**src/rtl/uart_bus_loader.sv**
```systemverilog
// UART boot loader: receives framed commands on a serial line, writes 32-bit words
// through a bus host port and controls the core-hold line.
module uart_bus_loader #(
    parameter int unsigned ClockFrequency = 50_000_000,
    parameter int unsigned BaudRate       = 115_200,
    parameter int unsigned TimeoutClks    = 1_000_000,
    parameter bit          HoldOnReset    = 1'b1
) (
    input  logic        clk_sys_i,
    input  logic        rst_sys_ni,
    input  logic        uart_rx_i,
    output logic        host_req_o,
    input  logic        host_gnt_i,
    output logic [31:0] host_addr_o,
    output logic        host_we_o,
    output logic [3:0]  host_be_o,
    output logic [31:0] host_wdata_o,
    input  logic        host_rvalid_i,
    input  logic        host_err_i,
    output logic        hold_core_o,
    output logic [15:0] words_written_o,
    output logic        err_o
);

    localparam int unsigned ClksPerBit = ClockFrequency / BaudRate;
    localparam int unsigned HalfBit    = ClksPerBit / 2;
    localparam int unsigned BitCntW    = $clog2(ClksPerBit + 1);
    localparam int unsigned TmoW       = $clog2(TimeoutClks + 1);

    typedef enum logic [1:0] {RX_IDLE, RX_START, RX_DATA, RX_STOP} rx_state_e;
    typedef enum logic [2:0] {P_SYNC, P_CMD, P_ADDR, P_DATA, P_BUS_REQ, P_BUS_WAIT} p_state_e;

    rx_state_e          rx_state_q, rx_state_d;
    logic               rx_meta, rx_sync;
    logic [BitCntW-1:0] rx_cnt_q, rx_cnt_d;
    logic [2:0]         rx_bit_q, rx_bit_d;
    logic [7:0]         rx_data_q, rx_data_d;
    logic               byte_valid_q, byte_valid_d;
    logic               frame_err_q, frame_err_d;

    p_state_e           p_state_q, p_state_d;
    logic [1:0]         idx_q, idx_d;
    logic [31:0]        addr_q, addr_d;
    logic [31:0]        data_q, data_d;
    logic [TmoW-1:0]    tmo_q, tmo_d;
    logic               req_q, req_d;
    logic [31:0]        haddr_q, haddr_d;
    logic [31:0]        hwdata_q, hwdata_d;
    logic               hold_q, hold_d;
    logic [15:0]        words_q, words_d;
    logic               err_q, err_d;
    logic               in_frame;

    // Two-flop synchroniser, idles high
    always_ff @(posedge clk_sys_i or negedge rst_sys_ni) begin
        if (!rst_sys_ni) begin
            rx_meta <= 1'b1;
            rx_sync <= 1'b1;
        end else begin
            rx_meta <= uart_rx_i;
            rx_sync <= rx_meta;
        end
    end

    always_ff @(posedge clk_sys_i or negedge rst_sys_ni) begin
        if (!rst_sys_ni) begin
            rx_state_q   <= RX_IDLE;
            rx_cnt_q     <= '0;
            rx_bit_q     <= '0;
            rx_data_q    <= '0;
            byte_valid_q <= 1'b0;
            frame_err_q  <= 1'b0;
        end else begin
            rx_state_q   <= rx_state_d;
            rx_cnt_q     <= rx_cnt_d;
            rx_bit_q     <= rx_bit_d;
            rx_data_q    <= rx_data_d;
            byte_valid_q <= byte_valid_d;
            frame_err_q  <= frame_err_d;
        end
    end

    // Receiver: mid-bit sampling, LSB first
    always_comb begin
        rx_state_d   = rx_state_q;
        rx_cnt_d     = rx_cnt_q;
        rx_bit_d     = rx_bit_q;
        rx_data_d    = rx_data_q;
        byte_valid_d = 1'b0;
        frame_err_d  = 1'b0;
        case (rx_state_q)
            RX_IDLE: begin
                rx_cnt_d = '0;
                if (!rx_sync) rx_state_d = RX_START;
            end
            RX_START: begin
                if (rx_cnt_q == BitCntW'(HalfBit - 1)) begin
                    rx_cnt_d   = '0;
                    rx_bit_d   = '0;
                    rx_state_d = rx_sync ? RX_IDLE : RX_DATA;
                end else begin
                    rx_cnt_d = rx_cnt_q + 1'b1;
                end
            end
            RX_DATA: begin
                if (rx_cnt_q == BitCntW'(ClksPerBit - 1)) begin
                    rx_cnt_d  = '0;
                    rx_data_d = {rx_sync, rx_data_q[7:1]};
                    rx_bit_d  = rx_bit_q + 1'b1;
                    if (rx_bit_q == 3'd7) rx_state_d = RX_STOP;
                end else begin
                    rx_cnt_d = rx_cnt_q + 1'b1;
                end
            end
            RX_STOP: begin
                if (rx_cnt_q == BitCntW'(ClksPerBit - 1)) begin
                    rx_cnt_d     = '0;
                    byte_valid_d = rx_sync;
                    frame_err_d  = !rx_sync;
                    rx_state_d   = RX_IDLE;
                end else begin
                    rx_cnt_d = rx_cnt_q + 1'b1;
                end
            end
            default: rx_state_d = RX_IDLE;
        endcase
    end

    always_ff @(posedge clk_sys_i or negedge rst_sys_ni) begin
        if (!rst_sys_ni) begin
            p_state_q <= P_SYNC;
            idx_q     <= '0;
            addr_q    <= '0;
            data_q    <= '0;
            tmo_q     <= '0;
            req_q     <= 1'b0;
            haddr_q   <= '0;
            hwdata_q  <= '0;
            hold_q    <= HoldOnReset;
            words_q   <= '0;
            err_q     <= 1'b0;
        end else begin
            p_state_q <= p_state_d;
            idx_q     <= idx_d;
            addr_q    <= addr_d;
            data_q    <= data_d;
            tmo_q     <= tmo_d;
            req_q     <= req_d;
            haddr_q   <= haddr_d;
            hwdata_q  <= hwdata_d;
            hold_q    <= hold_d;
            words_q   <= words_d;
            err_q     <= err_d;
        end
    end

    assign in_frame = (p_state_q == P_CMD) || (p_state_q == P_ADDR) || (p_state_q == P_DATA);

    // Frame parser and bus host
    always_comb begin
        p_state_d = p_state_q;
        idx_d     = idx_q;
        addr_d    = addr_q;
        data_d    = data_q;
        tmo_d     = '0;
        req_d     = req_q;
        haddr_d   = haddr_q;
        hwdata_d  = hwdata_q;
        hold_d    = hold_q;
        words_d   = words_q;
        err_d     = 1'b0;
        case (p_state_q)
            P_SYNC: begin
                if (byte_valid_q && rx_data_q == 8'hA5) p_state_d = P_CMD;
            end
            P_CMD: begin
                if (byte_valid_q) begin
                    p_state_d = P_SYNC;
                    case (rx_data_q)
                        8'h01: begin
                            p_state_d = P_ADDR;
                            idx_d     = '0;
                        end
                        8'h02:   hold_d = 1'b0;
                        8'h03:   hold_d = 1'b1;
                        default: err_d  = 1'b1;
                    endcase
                end
            end
            P_ADDR: begin
                if (byte_valid_q) begin
                    addr_d[{idx_q, 3'b000} +: 8] = rx_data_q;
                    idx_d = idx_q + 1'b1;
                    if (idx_q == 2'd3) p_state_d = P_DATA;
                end
            end
            P_DATA: begin
                if (byte_valid_q) begin
                    data_d[{idx_q, 3'b000} +: 8] = rx_data_q;
                    idx_d = idx_q + 1'b1;
                    if (idx_q == 2'd3) begin
                        p_state_d = P_BUS_REQ;
                        req_d     = 1'b1;
                        haddr_d   = {addr_q[31:2], 2'b00};
                        hwdata_d  = data_d;
                    end
                end
            end
            P_BUS_REQ: begin
                if (host_gnt_i) begin
                    req_d     = 1'b0;
                    p_state_d = P_BUS_WAIT;
                end
            end
            P_BUS_WAIT: begin
                if (host_rvalid_i) begin
                    p_state_d = P_SYNC;
                    if (host_err_i) err_d = 1'b1;
                    else if (words_q != 16'hFFFF) words_d = words_q + 16'd1;
                end
            end
            default: p_state_d = P_SYNC;
        endcase

        // Abandon a stalled partial frame
        if (in_frame && !byte_valid_q) begin
            if (tmo_q == TmoW'(TimeoutClks - 1)) begin
                err_d     = 1'b1;
                p_state_d = P_SYNC;
            end else begin
                tmo_d = tmo_q + 1'b1;
            end
        end

        // A pending bus transaction still completes on a framing error
        if (frame_err_q) begin
            err_d = 1'b1;
            if (p_state_q != P_BUS_REQ && p_state_q != P_BUS_WAIT) p_state_d = P_SYNC;
        end
    end

    assign host_req_o      = req_q;
    assign host_addr_o     = haddr_q;
    assign host_wdata_o    = hwdata_q;
    assign host_we_o       = 1'b1;
    assign host_be_o       = 4'hF;
    assign hold_core_o     = hold_q;
    assign words_written_o = words_q;
    assign err_o           = err_q;

endmodule

```
**config.mk**
```make
export PLATFORM = sky130hd
export DESIGN_NAME = uart_bus_loader
export DESIGN_NICKNAME = d
export VERILOG_FILES = /design/src/rtl/uart_bus_loader.sv
export SDC_FILE = /design/constraint.sdc
export NUM_CORES = 1
export LEC_CHECK = 0
export CAP_MARGIN = 20
export CORE_MARGIN = 3
export CORE_UTILIZATION = 59
export CTS_BUF_LIST = sky130_fd_sc_hd__clkbuf_4
export DETAILED_ROUTE_END_ITERATION = 8
export PLACE_DENSITY = 0.83
export SLEW_MARGIN = 5
export SYNTH_ARGS = -nofsm -noshare
export SYNTH_HDL_FRONTEND = slang
export SYNTH_SLANG_ARGS = --single-unit
```
**constraint.sdc**
```tcl
create_clock -name clk_sys_i -period 2.6 [get_ports clk_sys_i]
set_clock_uncertainty 0.15 [all_clocks]
set_input_delay 0.52 -clock clk_sys_i [delete_from_list [all_inputs] [get_ports clk_sys_i]]
set_output_delay 0.52 -clock clk_sys_i [all_outputs]
set_load 0.03 [all_outputs]
```
==> results.tsv <==
stage	metric	value	unit
status	outcome	complete, no violations	
drt	vias_per_cell	5.75	
die	die_area	16200	um2
finish	seqCellArea	4860	um2
logic_synthesis	ys_async_sr_fraction	100	%
drt	drcViolationCount	0	
timing	fin_tns_setup	0	ns
setup_path	worstPathMaxFanout	2	
clocking	cts-root-buf	clkbuf_4	
global_routing	use_met2	36.4	%
global_routing	grt_pass1_wl	29.1	mm
setup_path	r2r_slack	0.20	ns
global_routing	antenna_found_initial	0	
setup_path	slowest_stage	clkdlybuf4s50_1	
min_path	hold_path_depth	1	
setup_path	crit_type	flop to output port	
finish	area_growth	16.1	%
drt	drt_first_pass_iters	5	
clocking	cts.clk_slew.worst_paths	0.16	ns
logic_synthesis	synth_ff_type	dfrtp_1	
clocking	cts_tree	yes	
setup_path	end_kind	output port	
drt	routedWlPerCell	16.9	um
timing	setup_viol	0	
logic_synthesis	netlist_instances	736	
die	rows	43	
drt	drtIter0Drc	476	
die	die_h	127	um
timing	hold_viol	0	
clocking	max-clock-path-buffers	2	
timing	worst_pin_slew	0.605	ns
timing	whs	0.191	ns
placement	dp_hpwl	12.3	mm
timing	finalMaxSlewViolations	0	
clocking	h-tree-depth	4	
setup_path	critPathArrivalTime	1.83	ns
setup_path	cpPeakStageDelay	0.67	ns
global_routing	grt_max_degree	87	
global_routing	grt_busiest_layer	met2	
setup_path	cp_data_required_time	1.93	ns
die	fp.dieW	127	um
finish	drive_gt1_share	18.9	%
setup_path	critical-path-top-delay-family	buffers and inverters	
finish	fillers	1004	
placement	gp_congestion	0.899	
logic_synthesis	ys_warn_count	0	
logic_synthesis	netlist_area	8680	um2
clocking	post_cts.repair.setup_buffers	0	
global_routing	grt_use_met3	4.43	%
die	start_util	61.4	%
drt	finalWirelength	17.4	mm
drt	num_vias	5901	
timing	fin_crit_sh	96.2	%
min_path	hold_start	uart_rx_i	
setup_path	r2r_end	tmo_q[8]	
min_path	min-delay-path-class	input port to flop	
drt	drtAntennaViolNets	0	
setup_path	critical_path_buf_inv_count	1	
pwr	power_per_cell_area	490	nW/um2
die	core_area	14100	um2
timing	layout_min_cycle_time	2.50	ns
finish	multi_input_area	3630	um2
pwr	irDropWorstVdd	340	uV
finish	diodes	0	
clocking	cts_sinks	194	
global_routing	grt_overflow_total	0	
setup_path	timing.rr.start	tmo_q[0]	
global_routing	track_usage	22.3	%
timing	fmaxAchievable	400	MHz
global_routing	grt_pass1_vias	6084	
logic_synthesis	ys_types	53	
min_path	holdPathEnd	rx_meta	
timing	relSlewSlack	59.3	%
finish	fin_nets	852	
setup_path	rr_worst_depth	5	
logic_synthesis	syn_avg_cell_area	11.8	um2
timing	rsz0062_at_grt	false	
job	cap_violations	0	
logic_synthesis	synth_seq_cells	194	
die	design.portCount	94	
logic_synthesis	ys_seq_area_share	56.0	%
global_routing	grt_use_met1	29.3	%
pwr	leakage	0.00457	uW
setup_path	worstSetupStartpointType	flop	
clocking	insertion_delay	0.59	ns
placement	port_buffers	86	
setup_path	path_cells	clkdlybuf4s50_1	
logic_synthesis	synth_edf_count	0	
clocking	cts_buffers	17	
==> metrics by stage <==
stage	utilization [%]	instances	power, uW	instance area (um2)	setup slack (ns)
global placement	69.3	993	3460	9810	0.150
finish	71.3	1026	4940	10100	0.0997
global route	71.3	1026	5160	10100	0.00945
CTS	71.3	1026	5000	10100	0.0467
floorplan	-	741	3340	8700	0.458
detailed placement	69.3	993	3480	9810	0.0922
==> logic make-up after synthesis <==
| logic type | share of synthesized area, % |
|---|---|
| and+or+nand+nor | 14.0 |
| DFF | 56.0 |
| muxes | 16.7 |
| AOI/OAI and AO/OA | 6.15 |
| buffers and inverters | 2.49 |
| xor gates and xnor gates | 2.72 |
| adders and majority gates | 1.87 |
| other | 0.0865 |
==> area by class of cell <==
type                            instances  share of cell area, %
Timing Repair Buffer                  105                   10.4
Clock inverter                         15                   1.33
Sequential cell                       194                   48.2
Inverter                               17                  0.633
Tap cell                              180                   2.23
Clock buffer                           17                   1.27
Multi-Input combinational cell        498                   36.0
==> how the worst max path moves through the flow <==
stage	start	to	slack [ns]	cells past startpoint
after floorplan	tmo_q[0]	tmo_q[11]	0.46	6
after global placement	host_rvalid_i	words_written_o[15]	0.15	5
after detailed placement	host_rvalid_i	words_written_o[15]	0.09	5
after CTS	hold_core_o	hold_core_o	0.05	1
after global routing	hold_core_o	hold_core_o	0.009	1
final	hold_core_o	hold_core_o	0.1	1
==> Yosys cell counts, drive strengths merged (2+ instances only) <==
cell type	count	area share, %
nor2	36	1.6
nand3	22	1.4
mux2i	31	3.6
xnor2	15	1.5
nor4bb	3	0.35
dfstp	3	0.91
nand2b	4	0.29
o211ai	2	0.17
clkbuf	22	0.95
o21ai	52	3.0
ha	13	1.9
nand2	59	2.6
nor2b	7	0.50
nor3b	3	0.26
or3	6	0.45
o31ai	7	0.61
nor4	5	0.36
nand3b	2	0.17
xor2	12	1.2
buf	10	0.81
inv	17	0.73
and2	33	2.4
and4b	2	0.23
a41oi	2	0.20
nor3	17	0.98
conb	2	0.086
a21oi	13	0.79
mux2	101	13
and3b	2	0.20
and4	3	0.30
a31oi	5	0.36
or4	7	0.66
nand4	13	0.94
a21o	2	0.17
dfrtp	191	55
==> metal layers <==
metal,vias to the layer above,share of wire (%)
met3,39,4.0
met1,2932,43
met4,0,2.9
met2,160,50
met5,-,0
li1,2770,-
==> state kept, by name, indices dropped and copies added, names as in the netlist, named ones only <==
signal,flops
err_o,1
tmo_q,20
p_state_q,3
rx_cnt_q,9
host_wdata_o,32
addr_q,30
rx_data_q,8
rx_sync,1
byte_valid_q,1
data_q,32
words_written_o,16
rx_state_q,1
idx_q,2
frame_err_q,1
host_addr_o,30
hold_core_o,1
rx_meta,1
rx_bit_q,3
host_req_o,1
==> what timing repair did <==
action,CTS,global route
hold endpoints to repair,48,0
hold buffers,1,0
gates resized for setup,0,0
==> power by group <==
| part | switching (uW) | leakage, uW | internal (uW) | total (uW) |
|---|---|---|---|---|
| Sequential | 50.1 | 0.00268 | 3060 | 3110 |
| Combinational | 216 | 0.00176 | 102 | 318 |
| Clock | 1030 | 0.000131 | 483 | 1520 |
| Total | 1300 | 0.00457 | 3640 | 4940 |
==> cells in the final DEF (no fill, tap or decap), types with 13 or more instances in the layout <==
master and instances:
xnor2_1 15, and2_1 33, mux2_2 101, inv_1 17, clkdlybuf4s50_1 85, nand4_1 13, nand2_1 59, clkbuf_4 17
o21ai_0 52, mux2i_1 31, ha_1 13, nor3_1 17, buf_4 15, nor2_1 36, nand3_1 21, dfrtp_1 191
No activity file was read; power rests on OpenSTA's default activity.
